File: src/rtl/present_pkg.sv
// Shared constants, types and pure helpers for the PRESENT-80 encryption core.
package present_pkg;

    localparam int ROUNDS = 31;
    localparam int KEY_W  = 80;
    localparam int BLK_W  = 64;
    localparam int RND_W  = 6;

    localparam logic [RND_W-1:0] RND_FINAL = RND_W'(ROUNDS + 1);

    localparam logic [3:0] SBOX [16] = '{
        4'hC, 4'h5, 4'h6, 4'hB, 4'h9, 4'h0, 4'hA, 4'hD,
        4'h3, 4'hE, 4'hF, 4'h8, 4'h4, 4'h7, 4'h1, 4'h2
    };

    typedef enum logic [1:0] {
        PH_LOAD  = 2'd0,
        PH_ROUND = 2'd1,
        PH_FINAL = 2'd2
    } phase_t;

    function automatic logic [BLK_W-1:0] p_layer(input logic [BLK_W-1:0] d);
        logic [BLK_W-1:0] q;
        q = '0;
        for (int i = 0; i < 63; i++) begin
            q[6'((16 * i) % 63)] = d[i];
        end
        q[63] = d[63];
        return q;
    endfunction

    // Rotation and round-counter mix only; the top nibble S-box is a separate
    // instance in the datapath. The two touch disjoint bits, so order is free.
    function automatic logic [KEY_W-1:0] key_update(input logic [KEY_W-1:0] k,
                                                   input logic [4:0]       rc);
        logic [KEY_W-1:0] r;
        r = {k[18:0], k[79:19]};
        r[19:15] = r[19:15] ^ rc;
        return r;
    endfunction

endpackage

File: src/rtl/present_sbox.sv
// PRESENT 4-bit S-box, purely combinational.
module present_sbox
    import present_pkg::*;
(
    input  logic [3:0] nibble,
    output logic [3:0] subst
);

    assign subst = SBOX[nibble];

endmodule

File: src/rtl/present_p.sv
// Iterative PRESENT-80 encryption core, one round per clock, reloading every 32 cycles.
// Build with P_DONE_EN to add the one-cycle `done` strobe on each new result.
//
// phase    | meaning
// PH_LOAD  | rnd==0: capture state/keys, start round 1
// PH_ROUND | rnd 1..31: one full round and key schedule step
// PH_FINAL | rnd==32: publish whitened ciphertext and reload next block
module present_p
    import present_pkg::*;
(
    input  logic             clk,
    input  logic             rst_n,
    input  logic [BLK_W-1:0] state,
    input  logic [KEY_W-1:0] keys,
    output logic [BLK_W-1:0] result
`ifdef P_DONE_EN
    ,
    output logic             done
`endif
);

    logic [BLK_W-1:0] st;
    logic [BLK_W-1:0] st_next;
    logic [KEY_W-1:0] kr;
    logic [KEY_W-1:0] kr_next;
    logic [RND_W-1:0] rnd;
    logic [RND_W-1:0] rnd_next;
    logic [BLK_W-1:0] result_next;
    phase_t           phase;

    logic [BLK_W-1:0] sb_in;
    logic [BLK_W-1:0] sb_out;
    logic [KEY_W-1:0] kr_mix;
    logic [3:0]       key_nib;
    logic [KEY_W-1:0] kr_upd;

`ifdef P_DONE_EN
    logic done_next;
`endif

    assign sb_in = st ^ kr[79:16];

    for (genvar i = 0; i < 16; i++) begin : g_sbox
        present_sbox u_sbox (
            .nibble (sb_in[4*i +: 4]),
            .subst  (sb_out[4*i +: 4])
        );
    end

    assign kr_mix = key_update(kr, rnd[4:0]);

    present_sbox u_key_sbox (
        .nibble (kr_mix[79:76]),
        .subst  (key_nib)
    );

    assign kr_upd = {key_nib, kr_mix[75:0]};

    // Out-of-range counts can only come from upset; fold them into a reload.
    assign phase = (rnd == '0 || rnd > RND_FINAL) ? PH_LOAD  :
                   (rnd == RND_FINAL)             ? PH_FINAL :
                                                    PH_ROUND;

    always_ff @(posedge clk or negedge rst_n) begin
        if (!rst_n) begin
            st     <= '0;
            kr     <= '0;
            rnd    <= '0;
            result <= '0;
`ifdef P_DONE_EN
            done   <= 1'b0;
`endif
        end else begin
            st     <= st_next;
            kr     <= kr_next;
            rnd    <= rnd_next;
            result <= result_next;
`ifdef P_DONE_EN
            done   <= done_next;
`endif
        end
    end

    always_comb begin
        st_next  = st;
        kr_next  = kr;
        rnd_next = rnd;
        case (phase)
            PH_LOAD, PH_FINAL: begin
                st_next  = state;
                kr_next  = keys;
                rnd_next = RND_W'(1);
            end
            default: begin
                st_next  = p_layer(sb_out);
                kr_next  = kr_upd;
                rnd_next = rnd + RND_W'(1);
            end
        endcase
    end

    always_comb begin
        result_next = result;
        if (phase == PH_FINAL) begin
            result_next = st ^ kr[79:16];
        end
`ifdef P_DONE_EN
        done_next = (phase == PH_FINAL);
`endif
    end

endmodule

File: config.mk
export PLATFORM = sky130hd
export DESIGN_NAME = present_p
export DESIGN_NICKNAME = d
export VERILOG_FILES = /design/src/rtl/present_pkg.sv /design/src/rtl/present_sbox.sv /design/src/rtl/present_p.sv
export SDC_FILE = /design/constraint.sdc
export NUM_CORES = 1
export LEC_CHECK = 0
export CAP_MARGIN = 5
export CELL_PAD_IN_SITES_DETAIL_PLACEMENT = 2
export CELL_PAD_IN_SITES_GLOBAL_PLACEMENT = 2
export CORE_MARGIN = 4
export CORE_UTILIZATION = 29
export DETAILED_ROUTE_END_ITERATION = 8
export PLACE_DENSITY = 0.86
export SLEW_MARGIN = 30
export SYNTH_ARGS = -nofsm -noshare
export SYNTH_HDL_FRONTEND = slang
export SYNTH_SLANG_ARGS = --single-unit
File: constraint.sdc
create_clock -name clk -period 1.57 [get_ports clk]
set_clock_uncertainty 0.05 [all_clocks]
set_input_delay 0.2355 -clock clk [delete_from_list [all_inputs] [get_ports clk]]
set_output_delay 0.2355 -clock clk [all_outputs]
set_load 0.05 [all_outputs]
; ---- After elaboration in Yosys (flattened, before gate mapping)
; Memory sizes are Yosys's and may differ from the RTL's.
; Index checks and enable logic that the tools add are counted.
[op_classes]
n_addsub = 1
n_lt_le_gt_ge = 18
n_eq_ne = 2
n_mux = 39
bitwise_logic = 19
n_reduce_logical = 4
[ops]
columns = operator, count
row1 = $ge A5 B5 Y1 const B, 17
row2 = $not A4 Y5, 17
row3 = $mux W80, 1
row4 = $mux W2, 32
row5 = $mux W64, 1
row6 = $xor A64 B64 Y64, 1
row7 = $mux W4, 4
row8 = $add A6 B1 Y6 const B, 1
row9 = $eq A6 B6 Y1 const B, 1
row10 = $gt A6 B6 Y1 const B, 1
row11 = $logic_not A6 Y1, 1
row12 = $mux W6, 1
row13 = $xor A5 B5 Y5, 1
row14 = $eq A2 B2 Y1 const B, 1
row15 = $logic_not A2 Y1, 1
row16 = $reduce_or A2 Y1, 1
row17 = $logic_or A1 B1 Y1, 1
[word_totals]
ff_bits = 214
rom_bits = 1088
wordCells = 104
mem_count = 17
[mem_list]
columns = name, depth, word_bits, rd, rd_clocked_by_memory_dff, write_ports, line_no
row1 = (no name shown), 16, 4, 1, 0, 0, present_sbox.sv:9  ; assign subst = SBOX[nibble];
row2 = (no name shown), 16, 4, 1, 0, 0, present_sbox.sv:9
row3 = (no name shown), 16, 4, 1, 0, 0, present_sbox.sv:9
row4 = (no name shown), 16, 4, 1, 0, 0, present_sbox.sv:9
row5 = (no name shown), 16, 4, 1, 0, 0, present_sbox.sv:9
row6 = (no name shown), 16, 4, 1, 0, 0, present_sbox.sv:9
row7 = +11 memories, --, --, --, --, --, --

; ---- Longest topological paths before layout
[logic_depth]
word_depth = 6
mapped_depth = 9

; ---- By module
; From an unflattened synthesis, not the netlist that was laid out.
[hier_totals]
hier_cells = 838
area_unflattened_um2 = 11643.7
[by_module_without_submodules]
columns = module, instances, cells_each, area_each_um2
row1 = present_p, 1, 532, 8495.6
row2 = present_sbox, 17, 18, 185.2

; ---- Least setup slack after synthesis
; No wires, ideal clock.
[synth_timing]
kind = register to register
start = register kr[76]
end = register st[31]
arrival_time_ns = 1.575
required_ns = 1.437
slack_ns = -0.138
stages_incl_launch_ff = 6
path_buffers = 0
cell_sequence = dfrtp_1 > xnor2_1 > inv_1 > ha_1 > mux4_2 > o21ai_0
[synth_via]
elab_chain_len = 6
[synth_lines]
columns = element, line_no
row1 = "start, declared", present_p.sv:24  ; logic [KEY_W-1:0] kr;
row2 = "start signal, assigned", present_p.sv:75  ; kr <= kr_next;
row3 = $xor A64 B64 Y64, present_p.sv:41  ; assign sb_in = st ^ kr[79:16];
row4 = net g_sbox[15].u_sbox.nibble[0], present_sbox.sv:5  ; input logic [3:0] nibble,
row5 = $not A4 Y5 (not written as such), present_sbox.sv:9
row6 = $mem_v2 Z16 W4, --
row7 = $mux W4 (not written as such) (2 in a row), present_sbox.sv:9
row8 = $mux W64, present_p.sv:88  ; case (phase)
row9 = net st_next[31], present_p.sv:23  ; logic [BLK_W-1:0] st_next;
row10 = "end signal, assigned", present_p.sv:74  ; st <= st_next;
row11 = "end, declared", present_p.sv:22  ; logic [BLK_W-1:0] st;
; The timed path passes the listed nets, and every way through them passes these cells. The select of a mux whose other input is x is not followed.
; A chain may end at the register's enable or synchronous reset.

; ---- Worst setup path after layout
[layout_timing]
start = register rnd[0]
end = register kr[38]
[layout_via]
elab_chain_len = 6
[layout_lines]
columns = element, line_no
row1 = "start, declared", present_p.sv:26  ; logic [RND_W-1:0] rnd;
row2 = "start signal, assigned", present_p.sv:76  ; rnd <= rnd_next;
row3 = $gt A6 B6 Y1 (tied with other cells), present_p.sv:60  ; assign phase = (rnd == '0 || rnd > RND_FINAL) ? PH_LOAD :
row4 = $logic_or A1 B1 Y1 / $mux W2 (equally long branches), "present_p.sv:60, present_p.sv:61"
row5 = $mux W2 *, present_p.sv:60
row6 = $eq A2 B2 Y1 / $logic_not A2 Y1 (equally long branches), present_p.sv:88
row7 = $reduce_or A2 Y1 *, present_p.sv:88
row8 = $mux W80 *, present_p.sv:88
row9 = net kr_next[38], present_p.sv:25  ; logic [KEY_W-1:0] kr_next;
; The timed path passes the listed nets; every way through them passes the cells marked *.

==> reports/metrics.csv <==
metric;value;unit
Initial DRC Count;488;
# port buffers;209;
Synth area leader;dfrtp_1;
die width;191;um
Req. time, crit path;1.93;ns
Post-Syn Area;9740;um2
Compound-Gate Fraction of Synth Area;5.47;%
crit path time final;1.97;ns
DIE HEIGHT;191;um
number of flops mapped to enable cells by yosys;0;
Placeable Area;32900;um2
syn_nets;1130;
via count;9133;
Least-Margin Pin Slew;0.675;ns
mux cell area share after synthesis;7.08;%
clk slew on worst S/H paths;0.07;ns
first-pass GRT wire length;68800;um
most common cell in the netlist;nand2_1;
Synth cell types;27;
status;complete, but fails checks;
Routed WL;59400;um
clk buf depth;3;
cell leakage power;8.38;nW
1st-pass router iterations;5;
FF+latch count, synth;214;
fin area;18200;um2
slew margin rel.;55.0;%
Synth top area share;55.0;%
Fin Hold WS;0.102;ns
Arr. time, crit path;2.33;ns
layout cell share with drive strength beyond 1;52.3;%
CP Capture Type;flip-flop;
largest net degree at the start of global routing;65;
Crit-path slowest cell;dfrtp_1;
clk root buf;clkbuf_16;
ys async rst share;100;%
Synth area leaders;dfrtp_1 55%, nand2_1 12%, xnor2_1 5.8%;
Layout area overhead;86.6;%
RSZ-0062 raised after global routing;true;
worst-path cell chain;inv_2 > ha_4 > nor4b_4 > buf_6 > buf_6 > nor2_4 > buf_12 > clkbuf_16 > nand2_1 > nand2_1;
Final ANT Viol Nets;0;
reg-to-reg critical path startpoint;rnd[0];
Post-Synth Adder-Cell Area;5.27;%
die area;36600;um2
FF-to-FF path depth;10;
H-tree Lvls;1;
Setup crit start kind;flip-flop;
Area after DPL;14000;um2
Final Wtd Congestion;0.786;
initial antenna violation count;4;
number of global-route vias before repair;10400;
DR vias/cell;5.05;
Clock Latency Late Sink;0.54;ns
largest family of logic cells by synthesized area;simple AND/OR/NAND/NOR gates;
DR WL/cell;32.9;um
failing checks;negative setup slack;
Final Cycle Share;126;%
I/O pin count;210;
standard-cell row count;66;
Sink Count;214;
HP Class;in -> async;
setup violators final;211;
Num CTS Buffers;26;
Hold Vio Cnt, Final;0;
crit-path max FO;6;
setup ws final;-0.404;ns
Post-Synth XOR/XNOR Area;8.00;%
RR Endpoint;kr[38];
CTS tree;built;
Nets;1531;
PwrDens;1480;nW/um2
Post-DP HPWL;29500;um
gr ovfl total;0;
Slew Limit Fails;0;
max frequency;0.507;GHz
Top FF cell, synth;dfrtp_1;
Synth Area per Inst;10.3;um2
Crit Path Class;reg -> reg;
Post-Synthesis Cells;943;
Synth Warn #;0;
FF-to-FF setup slack;-0.40;ns
Largest stage delay, worst path;0.41;ns
DRC Markers;0;
GRT Util Overall;25.4;%
Simple-Gate Fraction of Synth Area;14.8;%
synth cell count leaders;306 x nand2_1, 214 x dfrtp_1, 74 x o21ai_0, 64 x xnor2_1, 52 x inv_1;
Starting Density;29.6;%
Max-cap violations;0;
VDD IR max;0.000854;V
Seq/Total Area, Yosys;55.0;%
critical path: cells and delay by family (launching register included):
kind | cells | cell delay [ns]
DFF | 1 | 0.41
buffers and inverters | 5 | 0.77
and+or+nand+nor | 4 | 0.48
adders and majority gates | 1 | 0.13
cell type report:
type / count / area (um2)
sequential: 214 / 5370
tap: 442 / 553
inverter: 52 / 195
timing repair buffer: 414 / 5300
antenna: 3 / 7.51
fill: 3035 / 14700
clock inverter: 9 / 100
multi-input combinational: 636 / 5860
clock buffer: 37 / 783
kinds of logic (layout without fill, tap and decap cells):
group	after synthesis	count (layout)
adders and majority gates	41	41
DFF	214	214
AOI/OAI and AO/OA	102	102
xor gates and xnor gates	89	89
muxes	47	47
and+or+nand+nor	356	357
buffers and inverters	94	512
other	0	3
power by group:
| part | total (mW) | switching (mW) | internal (mW) |
|---|---|---|---|
| Sequential | 8.10 | 1.47 | 6.63 |
| Combinational | 12.3 | 6.39 | 5.88 |
| Clock | 6.53 | 2.75 | 3.79 |
| Total | 26.9 | 10.6 | 16.3 |
state kept, by name (all words and copies together) (netlist names):
register and count:
rnd 6, st 64, kr 80, result 64
per-stage QoR:
step	utilization [%]	setup WS, ns	std cells	total power [mW]	TNS (ns)
2_1_floorplan	-	-0.0622	943	11.8	-5.88
3_3_place_gp	42.6	-0.317	1669	16.6	-14.41
3_5_place_dp	42.6	-0.379	1669	17.2	-31.41
4_1_cts	49.8	-0.243	1764	24.3	-27.26
5_1_grt	55.3	-0.455	1807	27.7	-72.71
6_report	55.3	-0.404	1807	26.9	-60.29
repair_timing:
item	in CTS	in global routing
buffers inserted	38	26
pin swaps	78	87
setup endpoints to repair	210	212
cloned	13	20
resized for setup	225	335
hold endpoints to repair	169	0
hold buffers	1	0
worst max path at each step:
| stage | startpoint | endpoint | slack, ns | cells after the start |
|---|---|---|---|---|
| global placement | kr[68] | st[29] | -0.32 | 5 |
| global route | rnd[0] | result[16] | -0.46 | 8 |
| CTS | rnd[0] | result[51] | -0.24 | 7 |
| detailed placement | kr[21] | st[1] | -0.38 | 6 |
| finish | rnd[0] | kr[38] | -0.40 | 10 |
| floorplan | rnd[0] | st[35] | -0.06 | 8 |
cells in the final DEF (no fill, tap or decap), types with 3 or more instances in the layout:
cell,instances
xnor2_1,32
buf_6,15
diode_2,3
o21ai_1,15
nand2_1,137
mux2_2,13
inv_2,19
buf_4,123
clkdlybuf4s50_1,144
clkinv_2,5
xor2_2,3
inv_1,33
o21ai_2,49
xnor2_4,6
xnor2_2,26
ha_4,13
and2_4,31
nand2_2,93
clkbuf_1,3
buf_16,13
mux2i_1,8
nand2_4,75
ha_1,26
mux2i_2,5
mux2i_4,3
dfrtp_1,200
dfrtp_2,14
a211oi_1,3
o21ai_4,16
o21ai_0,10
xor2_1,22
clkbuf_16,42
clkbuf_8,7
buf_8,8
mux4_2,16
buf_12,95
nor2_1,5
layer usage:
layer | up-vias | track usage [%] | share of wire (%)
met3 | 140 | 4.60 | 4.7
met1 | 4815 | 29.2 | 37
li1 | 3815 | - | -
met4 | 2 | 7.96 | 4.4
met2 | 361 | 47.6 | 54
met5 | - | 0 | 0.019
(Power assumes the default switching activity.)
